File: src/rtl/md_pkg.sv
// Shared encodings for the HI/LO multiply/divide controller: op codes, FSM states,
// data width and a conditional two's-complement helper.
package md_pkg;

  localparam int MD_WIDTH = 32;
  localparam int CNT_W    = 5;

  localparam logic [2:0] MD_OP_MULT  = 3'd0;
  localparam logic [2:0] MD_OP_MULTU = 3'd1;
  localparam logic [2:0] MD_OP_DIV   = 3'd2;
  localparam logic [2:0] MD_OP_DIVU  = 3'd3;
  localparam logic [2:0] MD_OP_MTHI  = 3'd4;
  localparam logic [2:0] MD_OP_MTLO  = 3'd5;

  typedef enum logic [1:0] {
    ST_IDLE     = 2'd0,
    ST_MUL_WAIT = 2'd1,
    ST_DIV_ITER = 2'd2,
    ST_DIV_FIX  = 2'd3
  } md_state_e;

  // Unsigned negate keeps 0x80000000 as its own magnitude, so no overflow case.
  function automatic logic [MD_WIDTH-1:0] md_cneg(input logic [MD_WIDTH-1:0] v,
                                                   input logic              neg);
    return neg ? (-v) : v;
  endfunction

endpackage

File: src/rtl/div_core.sv
// Iterative unsigned restoring divider: one quotient bit per clock, done pulses
// in the cycle after the last step, quotient/remainder held until the next start.
module div_core
  import md_pkg::*;
(
  input  logic                clk,
  input  logic                rst_n,
  input  logic                start_i,
  input  logic [MD_WIDTH-1:0] dividend_i,
  input  logic [MD_WIDTH-1:0] divisor_i,
  output logic                done_o,
  output logic [MD_WIDTH-1:0] quotient_o,
  output logic [MD_WIDTH-1:0] remainder_o
);

  localparam logic [CNT_W-1:0] LAST_STEP = CNT_W'(MD_WIDTH - 1);

  logic [MD_WIDTH-1:0] rem_q, rem_d;
  logic [MD_WIDTH-1:0] quo_q, quo_d;
  logic [MD_WIDTH-1:0] dvs_q, dvs_d;
  logic [CNT_W-1:0]    cnt_q, cnt_d;
  logic                run_q, run_d;
  logic                done_q, done_d;
  logic [MD_WIDTH:0]   rem_sh;
  logic [MD_WIDTH:0]   diff;

  always_comb begin
    rem_d  = rem_q;
    quo_d  = quo_q;
    dvs_d  = dvs_q;
    cnt_d  = cnt_q;
    run_d  = run_q;
    done_d = 1'b0;
    rem_sh = {rem_q, quo_q[MD_WIDTH-1]};
    // rem < divisor always holds, so bit MD_WIDTH of diff is a clean borrow flag
    diff   = rem_sh - {1'b0, dvs_q};
    if (start_i) begin
      rem_d = '0;
      quo_d = dividend_i;
      dvs_d = divisor_i;
      cnt_d = '0;
      run_d = 1'b1;
    end else if (run_q) begin
      rem_d = diff[MD_WIDTH] ? rem_sh[MD_WIDTH-1:0] : diff[MD_WIDTH-1:0];
      quo_d = {quo_q[MD_WIDTH-2:0], ~diff[MD_WIDTH]};
      cnt_d = cnt_q + CNT_W'(1);
      if (cnt_q == LAST_STEP) begin
        run_d  = 1'b0;
        done_d = 1'b1;
      end
    end
  end

  always_ff @(posedge clk or negedge rst_n) begin
    if (!rst_n) begin
      rem_q  <= '0;
      quo_q  <= '0;
      dvs_q  <= '0;
      cnt_q  <= '0;
      run_q  <= 1'b0;
      done_q <= 1'b0;
    end else begin
      rem_q  <= rem_d;
      quo_q  <= quo_d;
      dvs_q  <= dvs_d;
      cnt_q  <= cnt_d;
      run_q  <= run_d;
      done_q <= done_d;
    end
  end

  assign done_o      = done_q;
  assign quotient_o  = quo_q;
  assign remainder_o = rem_q;

endmodule

File: src/rtl/hilo_md_ctrl.sv
// HI/LO register pair with multi-cycle multiply and iterative divide sequencing.
// Define HILO_BYPASS_EN to forward the final-cycle result and drop busy one cycle early.
//
// state       | meaning
// ST_IDLE     | no op in flight; MTHI/MTLO/MULT/DIV accepted here
// ST_MUL_WAIT | product captured, counting down to the HI/LO write
// ST_DIV_ITER | div_core producing one quotient bit per cycle
// ST_DIV_FIX  | signs applied to quotient/remainder, HI/LO written
module hilo_md_ctrl
  import md_pkg::*;
#(
  parameter int MULT_LATENCY = 4,
  parameter int DIV_ITERS    = 32
) (
  input  logic                clk,
  input  logic                rst_n,
  input  logic                md_start,
  input  logic [2:0]          md_op,
  input  logic [MD_WIDTH-1:0] rs_value,
  input  logic [MD_WIDTH-1:0] rt_value,
  input  logic                is_mf_hi,
  input  logic                is_mf_lo,
  output logic [MD_WIDTH-1:0] reg_hi,
  output logic [MD_WIDTH-1:0] reg_lo,
  output logic                md_busy,
  output logic                md_stall
);

  localparam logic [CNT_W-1:0] MUL_CNT_INIT = CNT_W'(MULT_LATENCY - 1);
  localparam logic [CNT_W-1:0] DIV_CNT_LAST = CNT_W'(DIV_ITERS - 1);

  md_state_e             state_q, state_d;
  logic                  busy_q;
  logic [CNT_W-1:0]      cnt_q, cnt_d;
  logic [MD_WIDTH-1:0]   hi_q, hi_d;
  logic [MD_WIDTH-1:0]   lo_q, lo_d;
  logic [2*MD_WIDTH-1:0] prod_q, prod_d;
  logic                  qneg_q, qneg_d;
  logic                  rneg_q, rneg_d;

  logic                  div_start;
  logic                  div_done;
  logic [MD_WIDTH-1:0]   div_quo;
  logic [MD_WIDTH-1:0]   div_rem;
  logic [MD_WIDTH-1:0]   dividend_mag;
  logic [MD_WIDTH-1:0]   divisor_mag;
  logic                  sgn_a;
  logic                  sgn_b;
  logic [2*MD_WIDTH-1:0] mul_a;
  logic [2*MD_WIDTH-1:0] mul_b;
  logic [2*MD_WIDTH-1:0] mul_full;
  logic [MD_WIDTH-1:0]   res_hi;
  logic [MD_WIDTH-1:0]   res_lo;
  logic                  final_cycle;
  logic                  busy_int;
  logic                  accept;

  // Sign-extended 64-bit operands give the exact signed or unsigned product mod 2^64
  always_comb begin
    sgn_a        = (md_op == MD_OP_MULT || md_op == MD_OP_DIV) & rs_value[MD_WIDTH-1];
    sgn_b        = (md_op == MD_OP_MULT || md_op == MD_OP_DIV) & rt_value[MD_WIDTH-1];
    mul_a        = {{MD_WIDTH{sgn_a}}, rs_value};
    mul_b        = {{MD_WIDTH{sgn_b}}, rt_value};
    mul_full     = mul_a * mul_b;
    dividend_mag = md_cneg(rs_value, sgn_a);
    divisor_mag  = md_cneg(rt_value, sgn_b);
  end

  always_comb begin
    res_hi = prod_q[2*MD_WIDTH-1:MD_WIDTH];
    res_lo = prod_q[MD_WIDTH-1:0];
    if (state_q == ST_DIV_FIX) begin
      res_hi = md_cneg(div_rem, rneg_q);
      res_lo = md_cneg(div_quo, qneg_q);
    end
    final_cycle = ((state_q == ST_MUL_WAIT) && (cnt_q == '0)) ||
                  ((state_q == ST_DIV_FIX) && div_done);
  end

`ifdef HILO_BYPASS_EN
  assign busy_int = busy_q & ~final_cycle;
  assign reg_hi   = final_cycle ? res_hi : hi_q;
  assign reg_lo   = final_cycle ? res_lo : lo_q;
`else
  assign busy_int = busy_q;
  assign reg_hi   = hi_q;
  assign reg_lo   = lo_q;
`endif

  // In bypass builds the final cycle is already non-busy, so a new op lands on top of the write
  assign accept   = md_start & ~busy_int & ((state_q == ST_IDLE) | final_cycle);
  assign md_busy  = busy_int;
  assign md_stall = busy_int & (md_start | is_mf_hi | is_mf_lo);

  always_comb begin
    state_d   = state_q;
    cnt_d     = cnt_q;
    hi_d      = hi_q;
    lo_d      = lo_q;
    prod_d    = prod_q;
    qneg_d    = qneg_q;
    rneg_d    = rneg_q;
    div_start = 1'b0;

    case (state_q)
      ST_MUL_WAIT: begin
        if (cnt_q == '0) begin
          hi_d    = res_hi;
          lo_d    = res_lo;
          state_d = ST_IDLE;
        end else begin
          cnt_d = cnt_q - CNT_W'(1);
        end
      end
      ST_DIV_ITER: begin
        if (cnt_q == DIV_CNT_LAST) begin
          cnt_d   = '0;
          state_d = ST_DIV_FIX;
        end else begin
          cnt_d = cnt_q + CNT_W'(1);
        end
      end
      ST_DIV_FIX: begin
        if (div_done) begin
          hi_d    = res_hi;
          lo_d    = res_lo;
          state_d = ST_IDLE;
        end
      end
      default: ;
    endcase

    if (accept) begin
      case (md_op)
        MD_OP_MTHI: hi_d = rs_value;
        MD_OP_MTLO: lo_d = rs_value;
        MD_OP_MULT, MD_OP_MULTU: begin
          prod_d  = mul_full;
          cnt_d   = MUL_CNT_INIT;
          state_d = ST_MUL_WAIT;
        end
        MD_OP_DIV, MD_OP_DIVU: begin
          qneg_d    = sgn_a ^ sgn_b;
          rneg_d    = sgn_a;
          div_start = 1'b1;
          cnt_d     = '0;
          state_d   = ST_DIV_ITER;
        end
        default: ;
      endcase
    end
  end

  always_ff @(posedge clk or negedge rst_n) begin
    if (!rst_n) begin
      state_q <= ST_IDLE;
      busy_q  <= 1'b0;
      cnt_q   <= '0;
      hi_q    <= '0;
      lo_q    <= '0;
      prod_q  <= '0;
      qneg_q  <= 1'b0;
      rneg_q  <= 1'b0;
    end else begin
      state_q <= state_d;
      busy_q  <= (state_d != ST_IDLE);
      cnt_q   <= cnt_d;
      hi_q    <= hi_d;
      lo_q    <= lo_d;
      prod_q  <= prod_d;
      qneg_q  <= qneg_d;
      rneg_q  <= rneg_d;
    end
  end

  div_core u_div_core (
    .clk         (clk),
    .rst_n       (rst_n),
    .start_i     (div_start),
    .dividend_i  (dividend_mag),
    .divisor_i   (divisor_mag),
    .done_o      (div_done),
    .quotient_o  (div_quo),
    .remainder_o (div_rem)
  );

endmodule

File: config.mk
export PLATFORM = sky130hd
export DESIGN_NAME = hilo_md_ctrl
export DESIGN_NICKNAME = d
export VERILOG_FILES = /design/src/rtl/md_pkg.sv /design/src/rtl/div_core.sv /design/src/rtl/hilo_md_ctrl.sv
export SDC_FILE = /design/constraint.sdc
export NUM_CORES = 2
export LEC_CHECK = 0
export ABC_AREA = 1
export CELL_PAD_IN_SITES_DETAIL_PLACEMENT = 1
export CELL_PAD_IN_SITES_GLOBAL_PLACEMENT = 2
export CORE_MARGIN = 4
export CORE_UTILIZATION = 39
export CTS_BUF_LIST = sky130_fd_sc_hd__clkbuf_2 sky130_fd_sc_hd__clkbuf_4 sky130_fd_sc_hd__clkbuf_8
export CTS_CLUSTER_DIAMETER = 120
export DETAILED_ROUTE_END_ITERATION = 10
export GPL_ROUTABILITY_DRIVEN = 0
export PLACE_DENSITY_LB_ADDON = 0.2
export SYNTH_ARGS = -nofsm -noshare
export SYNTH_HDL_FRONTEND = slang
export SYNTH_SLANG_ARGS = --single-unit
File: constraint.sdc
create_clock -name clk -period 2.67 [get_ports clk]
set_clock_uncertainty 0.15 [all_clocks]
set_input_delay 0.267 -clock clk [delete_from_list [all_inputs] [get_ports clk]]
set_output_delay 0.267 -clock clk [all_outputs]
set_load 0.01 [all_outputs]
==> metrics <==
status finished, violations left; failing checks negative setup slack; largest net degree at the start of global routing 89; Wirelength per Cell 24.06 µm; number of global-route vias before repair 59,740; Vias 53,950; Worst slew margin 0.5988; H-tree depth 2; fin crit period 6.750 ns; Total GRT Usage 0.3241; CTS tree built; Hold Vio Cnt, Final 0; Period Utilization, post-route 2.528; max-cap check violation count 0; detailed placement HPWL 199,700 µm; Critical Path Start rt_value[31]; Num CTS Buffers 46; port bufs 137; I/O pin cnt 138; remaining antenna violation count 0; Reg2Reg Setup Slack -0.06 ns; fraction of registers with async set/reset 1.000; clock sinks 241; Synth top area share 0.3965; CP Data Arrival Time 7.08 ns; Max Clk Rate 148.1 MHz; final core utilization 0.5069; biggest area consumer among synthesized cells fa_1; reg2reg end prod_q[40]; Mapped Nets 9,075; largest cells by area after synthesis fa_1 (40%), nand2_1 (14%), inv_1 (13%); die area 0.1520 mm²; Root Buffer clkbuf_8; final WL 249,000 µm; post-synthesis instance total 7,619; Crit-path slowest cell fa_2; die width 389.8 µm; height of the die 389.8 µm; number of synthesized flops with an enable pin 0; worst min path class input pin to flip-flop; FF-to-FF path depth 16; Critical Path Most Common Cell fa_1; most frequent cells in the layout nand2_1 (1,943), inv_1 (1,801), fa_1 (1,068); gr ovfl total 0; DRT iter0 DRCs 3,541; FF+latch count, synth 241; routed vias/inst 5.212; final worst slack -4.080 ns; CP endpoint kind flip-flop; final setup fails 59; post-synthesis cell type count 57; CP Max Fanout 7; Final Max Slew Viols 0; Critical Path RT 3.00 ns; sequential area share after synthesis 0.1061; Slew @ Worst Pin 0.5972 ns; crit path to prod_q[49]; leading cell type in the layout, fill and taps excluded nand2_1; Net count, final 9,855; DP Worst Slack -5.478 ns; Mapped Area 0.05685 mm²; Critical Path Source Type input pin; Post-synth top flop dfrtp_1; core area 0.1442 mm²; CP peak stage delay 0.62 ns; RR Startpoint cnt_q[1]; global-route wire length before repair 372,300 µm; Pre-antenna DRT Iters 6; syn_area_per_cell 7.462 µm²; Skew-Pair Late Insertion Delay 0.67 ns; Rows 139; Clk pin slew, worst setup/hold paths 0.06 ns; WS Path Type input pin to flip-flop; Initial Util 0.3943; drt drc 0; synthesis warning total 0; deepest clock path buffer count 3; Layout area overhead 28.54%; share of cells above drive strength 1 0.2212; antenna violations before repair 25; unrepaired setup endpoints after global routing true
kinds of logic after synthesis:
| kind of cell | after synthesis | share of synthesized area |
|---|---|---|
| compound gates | 568 | 0.05601 |
| xor+xnor | 86 | 0.01325 |
| fa+ha+maj | 1384 | 0.4533 |
| buf+inv | 2296 | 0.1543 |
| flops | 241 | 0.1061 |
| simple gates | 3044 | 0.2171 |
synthesized netlist by cell type (all sizes together) (12+ instances only):
| master | n |
|---|---|
| xor2 | 50 |
| o21ai | 236 |
| o21bai | 17 |
| clkbuf | 212 |
| dfrtp | 241 |
| o211ai | 27 |
| inv | 1934 |
| nand3 | 322 |
| buf | 148 |
| or2 | 21 |
| nand4 | 61 |
| ha | 258 |
| a21oi | 204 |
| nor4 | 12 |
| nor2 | 474 |
| nor3 | 39 |
| o221ai | 18 |
| nand3b | 14 |
| xnor2 | 36 |
| a31oi | 17 |
| nand2 | 2092 |
| fa | 1126 |
timing repair:
action                                  in CTS  in global routing
pin swaps                                  151                197
endpoints found under the setup margin      95                137
setup buffers                               56                 40
endpoints found under the hold margin      252                  0
hold buffers                                11                  0
gates resized for setup                    539                334
gates cloned                                11                  5
registers in the layout, indices dropped and copies added, names as in the netlist:
signal,cells
rneg_q,1
u_div_core.dvs_q,32
u_div_core.remainder_o,32
prod_q,64
cnt_q,5
qneg_q,1
reg_lo,32
reg_hi,32
u_div_core.cnt_q,5
state_q,2
u_div_core.run_q,1
md_busy,1
u_div_core.quotient_o,32
u_div_core.done_o,1
worst min-delay path by stage:
| stage | startpoint | to | cells past startpoint | slack [ns] |
|---|---|---|---|---|
| 2_1_floorplan | rst_n | cnt_q[0] | 0 | -0.18 |
| 3_5_place_dp | rst_n | u_div_core.remainder_o[24] | 1 | 0.02 |
| 6_report | rs_value[22] | reg_lo[22] | 4 | 0.02 |
| 4_1_cts | rt_value[26] | u_div_core.dvs_q[26] | 5 | 0.03 |
| 5_1_grt | rs_value[22] | reg_lo[22] | 4 | 0.01 |
| 3_3_place_gp | rst_n | u_div_core.remainder_o[26] | 1 | 0.02 |
through the flow:
stage               hold WS (ns)  setup TNS [ns]  instance area [µm²]  instances
global placement         0.01600         -282.48                67860      10140
finish                   0.02489         -205.79                73080      10350
floorplan                -0.1786         -203.84                59840       7619
global route             0.01393         -217.52                73060      10340
CTS                      0.03301         -204.25                71630      10300
detailed placement       0.01850         -292.70                67860      10140
critical path, delay by kind of cell:
kind	cells	cell delay, ns
adder cells (fa/ha/maj)	9	4.54
buffers and inverters	9	1.10
AND/OR/NAND/NOR	11	1.05
AO/OA/AOI/OAI	1	0.06
layout make-up:
cell class                 instances  area [µm²]
multi-input combinational       5083       45720
tap                             1903        2381
fill                           17520       71100
inverter                        1936        7316
sequential                       241        6031
timing repair inverter             1       3.754
clock buffer                      69       880.8
timing repair buffer            1090       10450
clock inverter                    16       271.5
antenna                           12       30.03
layer usage:
metal	up-vias	share of wire	track usage
met3	393	0.068	0.04318
met4	14	0.036	0.09119
met5	-	0.00035	0
met1	28050	0.42	0.4402
met2	1690	0.47	0.5446
li1	23800	-	-
Power is left out: the tool's default activity adds up to more than one toggle a clock period on the data nets, which glitch-free logic cannot reach.
